## config.mk

```make
export PLATFORM = sky130hd
export DESIGN_NAME = vga_line_select_flat
export DESIGN_NICKNAME = d
export VERILOG_FILES = /design/src/rtl/vga_line_select_if.sv /design/src/rtl/vga_line_select.sv /design/src/flat_wrapper.sv
export SDC_FILE = /design/constraint.sdc
export NUM_CORES = 1
export LEC_CHECK = 0
export ABC_CLOCK_PERIOD_IN_PS = 2600
export CAP_MARGIN = 20
export CORE_MARGIN = 4
export CORE_UTILIZATION = 26
export CTS_CLUSTER_DIAMETER = 150
export DETAILED_ROUTE_END_ITERATION = 7
export GPL_TIMING_DRIVEN = 0
export SYNTH_ARGS = -nofsm -noshare
export SYNTH_HDL_FRONTEND = slang
export SYNTH_SLANG_ARGS = --single-unit
```

## constraint.sdc

```tcl
create_clock -name clk -period 2.6 [get_ports clk]
set_clock_uncertainty 0.05 [all_clocks]
set_input_delay 0.26 -clock clk [delete_from_list [all_inputs] [get_ports clk]]
set_output_delay 0.26 -clock clk [all_outputs]
set_load 0.05 [all_outputs]
```

## src/rtl/vga_line_select_if.sv

```systemverilog
// Bundle of the selector's data/control signals.
// The master side drives mode, selection, pulses and channel words.
// The slave side (the selector) returns the registered word, flags and index.
interface vga_line_select_if #(
    parameter int DATA_WIDTH   = 12,
    parameter int CHANNELS     = 15,
    parameter int SELECT_WIDTH = 4
);
    logic                           mode;
    logic [SELECT_WIDTH-1:0]        sel_in;
    logic                           line_strobe;
    logic                           frame_start;
    logic [CHANNELS*DATA_WIDTH-1:0] d_in;
    logic                           in_valid;
    logic [DATA_WIDTH-1:0]          o_q;
    logic                           o_valid;
    logic [SELECT_WIDTH-1:0]        o_sel;
    logic                           o_err;

    modport master (
        output mode, sel_in, line_strobe, frame_start, d_in, in_valid,
        input  o_q, o_valid, o_sel, o_err
    );

    modport slave (
        input  mode, sel_in, line_strobe, frame_start, d_in, in_valid,
        output o_q, o_valid, o_sel, o_err
    );
endinterface

```

## src/rtl/vga_line_select.sv

```systemverilog
// Line/channel selector: picks one of CHANNELS packed words either by a
// manual index or by an auto line-scan counter, and registers the result.
// The index register is exported as o_sel; the output stage uses the index
// value from before its own update, giving one cycle of output latency.
module vga_line_select #(
    parameter int DATA_WIDTH   = 12,
    parameter int CHANNELS     = 15,
    parameter int SELECT_WIDTH = 4
) (
    input  logic              clk,
    input  logic              reset,
    vga_line_select_if.slave  bus
);

    // Highest legal index; the scan wraps to 0 from here (or from anything above).
    localparam logic [SELECT_WIDTH-1:0] LAST_SEL = SELECT_WIDTH'(CHANNELS - 1);

    logic [SELECT_WIDTH-1:0] cur_sel_q, cur_sel_d;
    logic [DATA_WIDTH-1:0]   o_q_q, o_q_d;
    logic                    o_valid_q, o_valid_d;
    logic                    o_err_q, o_err_d;
    logic [DATA_WIDTH-1:0]   sel_word;
    logic                    sel_hit;

    // Next index: manual follows sel_in; auto restarts on frame_start, steps on line_strobe.
    always_comb begin
        cur_sel_d = cur_sel_q;
        if (!bus.mode) begin
            cur_sel_d = bus.sel_in;
        end else if (bus.frame_start) begin
            cur_sel_d = '0;
        end else if (bus.line_strobe) begin
            cur_sel_d = (cur_sel_q >= LAST_SEL) ? '0 : cur_sel_q + 1'b1;
        end
    end

    // Index decode of the current channel word; no hit means the index is out of range.
    always_comb begin
        sel_word = '0;
        sel_hit  = 1'b0;
        for (int k = 0; k < CHANNELS; k++) begin
            if (cur_sel_q == SELECT_WIDTH'(k)) begin
                sel_word = bus.d_in[k*DATA_WIDTH +: DATA_WIDTH];
                sel_hit  = 1'b1;
            end
        end
    end

    // Output stage next state: word and error only update on valid input, word holds otherwise.
    always_comb begin
        o_valid_d = bus.in_valid;
        o_err_d   = bus.in_valid & ~sel_hit;
        o_q_d     = o_q_q;
        if (bus.in_valid) begin
            o_q_d = sel_hit ? sel_word : '0;
        end
    end

    // State registers with synchronous reset clearing index and outputs.
    always_ff @(posedge clk) begin
        if (reset) begin
            cur_sel_q <= '0;
            o_q_q     <= '0;
            o_valid_q <= 1'b0;
            o_err_q   <= 1'b0;
        end else begin
            cur_sel_q <= cur_sel_d;
            o_q_q     <= o_q_d;
            o_valid_q <= o_valid_d;
            o_err_q   <= o_err_d;
        end
    end

    assign bus.o_sel   = cur_sel_q;
    assign bus.o_q     = o_q_q;
    assign bus.o_valid = o_valid_q;
    assign bus.o_err   = o_err_q;

endmodule

```

## src/flat_wrapper.sv

```systemverilog
// flat-port wrapper written by rule: the top's interface ports become plain ports
module vga_line_select_flat 
#(
    parameter int DATA_WIDTH   = 12,
    parameter int CHANNELS     = 15,
    parameter int SELECT_WIDTH = 4
)
  (clk, reset, bus_mode, bus_sel_in, bus_line_strobe, bus_frame_start, bus_d_in, bus_in_valid, bus_o_q, bus_o_valid, bus_o_sel, bus_o_err);
  vga_line_select_if #(.DATA_WIDTH(DATA_WIDTH), .CHANNELS(CHANNELS), .SELECT_WIDTH(SELECT_WIDTH)) bus_i ();
  input  logic clk;
  input  logic reset;
  input wire logic [$bits(bus_i.mode)-1:0] bus_mode;
  input wire logic [$bits(bus_i.sel_in)-1:0] bus_sel_in;
  input wire logic [$bits(bus_i.line_strobe)-1:0] bus_line_strobe;
  input wire logic [$bits(bus_i.frame_start)-1:0] bus_frame_start;
  input wire logic [$bits(bus_i.d_in)-1:0] bus_d_in;
  input wire logic [$bits(bus_i.in_valid)-1:0] bus_in_valid;
  output wire logic [$bits(bus_i.o_q)-1:0] bus_o_q;
  output wire logic [$bits(bus_i.o_valid)-1:0] bus_o_valid;
  output wire logic [$bits(bus_i.o_sel)-1:0] bus_o_sel;
  output wire logic [$bits(bus_i.o_err)-1:0] bus_o_err;
  assign bus_i.mode = bus_mode;
  assign bus_i.sel_in = bus_sel_in;
  assign bus_i.line_strobe = bus_line_strobe;
  assign bus_i.frame_start = bus_frame_start;
  assign bus_i.d_in = bus_d_in;
  assign bus_i.in_valid = bus_in_valid;
  assign bus_o_q = bus_i.o_q;
  assign bus_o_valid = bus_i.o_valid;
  assign bus_o_sel = bus_i.o_sel;
  assign bus_o_err = bus_i.o_err;
  vga_line_select #(.DATA_WIDTH(DATA_WIDTH), .CHANNELS(CHANNELS), .SELECT_WIDTH(SELECT_WIDTH)) u_core (.clk(clk), .reset(reset), .bus(bus_i));
endmodule
```

==> summary.txt <==
Status: finished, final reports clean
Met2 wire len: 7.73 mm
Peak VDD IR: 0.154 mV
Die height: 112 µm
YS warnings: 0
Post-cts resize count: 0
Largest net degree at the start of global routing: 11
DR pass1 iterations: 5
#FFs+latches synth: 18
Period utilization: 0.885
Post-Place Cells: 741
Critical Path End: u_core.bus.o_q[2]
Initial Util: 0.270
Highest Signal Layer: met4
Total track usage: 0.243
Synth-to-Final Area Change: 81.3%
DR iter-0 viols: 318
Row Count: 37
Total core area: 10400 µm²
Total wire length: 16.2 mm
Setup repair bufs after CTS: 0
FILL cells: 1104
Final Max Slew Viols: 0
Post-synth ARST share: 0
CP Class: reg2reg
ANT cells: 0
Total grt overflow: 0
First-pass GRT wire length: 24.2 mm
Io pins: 208
Vias per Instance: 5.58
Worst hold path type: in2reg
M1 wire length: 6.99 mm
Detailed placer's ending HPWL: 13.1 mm
Syn Inst Count: 399
Main synth FF type: dfxtp_1
Syn_nets: 593
Worst-skew pair later-pin latency: 0.27 ns
Setup tns final: 0 ns
Setup repair after global routing missed its margin: false
Layout cell share with drive strength beyond 1: 0.0854
Die area: 12600 µm²
Nets: 804
Design Area, Final: 5100 µm²
H-tree Lvls: 1
Hold_buf cts: 0
Final hold vios: 0
CP endpoint kind: flop
Seq/Total Area, Yosys: 0.128
Yosys top cell area share: 0.128
Num CTS Buffers: 3
Leak Pwr: 1.79 nW
CTS tree: done
Slew headroom: 0.537
Drc violations: 0
Reg2reg end: u_core.bus.o_q[2]
Via count: 4156
CTS Buffer Depth: 2
Final min period: 2.30 ns
Worst-path fanout max: 10
PD cells: 292 nW/µm²
WP data required: 2.76 ns
Post-synth EDFFs: 0
IO buf count: 206
Placed Area: 5050 µm²
Tightest Pin Transition: 0.693 ns
Mean Syn Cell Area: 7.05 µm²
Worst-path clk slew: 0.09 ns
Max_cap viols: 0
Routed Antenna Nets: 0
Synth Cell Area: 2810 µm²
RD Place Congestion: 0.914
CP Launch Type: flop
Yosys top cell by area: dfxtp_1
Final setup fails: 0
Internal reg-to-reg setup slack: 0.30 ns
Clock Sinks: 18
Non-Filler Instances: 745
Top post-synthesis cells by area: dfxtp_1 13%, o21ai_0 7.5%, a22oi_1 5.9%
CP arrival: 2.46 ns
Initial antenna violation count: 0
Die width: 112 µm
Number of global-route vias before repair: 4303
Crit Reg-Reg Startpoint: u_core.bus.o_sel[0]
Average wire per cell in the routed design: 21.8 µm
Max Freq: 0.435 GHz
Met3 wire len: 1.25 mm
Critical Path Start: u_core.bus.o_sel[0]
Post-synth cell types: 56
Clk root buf: clkbuf_8
R2R cell count: 7
## kinds of logic after synthesis
family	count (synthesis)	share of synthesized area
simple gates	125	0.237
fa+ha+maj	4	0.0178
compound gates	198	0.506
mux	1	0.00356
buf+inv	53	0.108
flops	18	0.128
## critical path, stage by stage (launching register included)
cell	delay, ns
dfxtp_1	0.38
ha_1	0.28
inv_1	0.22
buf_1	0.50
o22ai_1	0.18
a211oi_1	0.31
o211ai_1	0.20
nand3_1	0.11
## sequential cells by signal, indices dropped and copies added (netlist names)
name and cells:
u_core.bus.o_sel 4, u_core.bus.o_q 12, u_core.bus.o_valid 1, u_core.bus.o_err 1
## cells in the mapped netlist, types with 2 or more instances
cell type  instances
a211oi_1          18
o32ai_1            2
buf_4              8
nor2_1            21
a21boi_0           6
or2_1              3
o22ai_1           22
or2_2              4
dfxtp_1           18
a21oi_1           14
ha_1               4
o21ai_0           42
a22o_1             8
a22oi_1           22
o21a_1             9
clkbuf_1           6
a221oi_1          14
and2_1             9
a311oi_1           2
nor3_1            12
inv_1             13
o211ai_1          15
nand3_1           15
o221ai_1           4
a32oi_1            2
nor2b_1           15
buf_2             18
a221o_1            3
nor3b_1            7
nor2b_2            3
nand2_1           25
buf_6              7
nand2b_1           5
## power breakdown
| group | internal [mW] | switching (mW) |
|---|---|---|
| Sequential | 0.301 | 0.0192 |
| Combinational | 0.476 | 0.438 |
| Clock | 0.135 | 0.118 |
## worst min path at each step
stage                           start                  end  slack [ns]  depth (start not counted)
finish                          reset  u_core.bus.o_sel[0]        0.38                          2
detailed placement  u_core.bus.o_q[2]    u_core.bus.o_q[2]        0.40                          2
global route                    reset  u_core.bus.o_sel[2]        0.42                          2
floorplan               bus_sel_in[3]  u_core.bus.o_sel[3]        0.41                          2
global placement    u_core.bus.o_q[3]    u_core.bus.o_q[3]        0.39                          2
CTS                             reset  u_core.bus.o_sel[0]        0.37                          2
## layer usage
layer / up-vias / track usage
met5: - / 0
met4: 0 / 0.0529
met3: 21 / 0.0415
met2: 223 / 0.404
met1: 1938 / 0.330
li1: 1974 / -
## stage by stage
step           hold slack (ns)  utilization  setup WS [ns]  power [mW]
5_1_grt                  0.423        0.490          0.111        1.55
4_1_cts                  0.371        0.490          0.278        1.48
2_1_floorplan            0.405            -          0.361       0.760
3_5_place_dp             0.396        0.484          0.308        1.23
6_report                 0.376        0.490          0.300        1.49
3_3_place_gp             0.387        0.484          0.358        1.22
## cells in the final DEF (no fill, tap or decap), types with 2 or more instances in the layout
cell and count:
dfxtp_1 18, buf_4 8, a22oi_1 22, buf_6 7, buf_2 18, o22ai_1 22
or2_2 4, nor2b_2 3, and2_1 9, inv_1 13, o21a_1 9, nand2b_1 5
a21oi_1 14, nor3_1 12, nor2_1 21, a221o_1 3, clkbuf_1 6, a311oi_1 2
nand3_1 15, a22o_1 8, o21ai_0 42, a211oi_1 18, nor3b_1 7, nand2_1 25
a21boi_0 6, o32ai_1 2, or2_1 3, o221ai_1 4, clkdlybuf4s50_1 206, a32oi_1 2
ha_1 4, nor2b_1 15, clkbuf_8 4, o211ai_1 15, a221oi_1 14
## area by class of cell
| type | count | area, µm² | area share |
|---|---|---|---|
| Timing Repair Buffer | 206 | 2060 | 0.404 |
| Sequential cell | 18 | 360 | 0.0706 |
| Multi-Input combinational cell | 328 | 2150 | 0.421 |
| Buffer | 40 | 255 | 0.0500 |
| Tap cell | 136 | 170 | 0.0334 |
| Inverter | 13 | 48.8 | 0.00957 |
| Clock buffer | 4 | 55.1 | 0.0108 |
No activity file was read; power rests on OpenSTA's default activity.
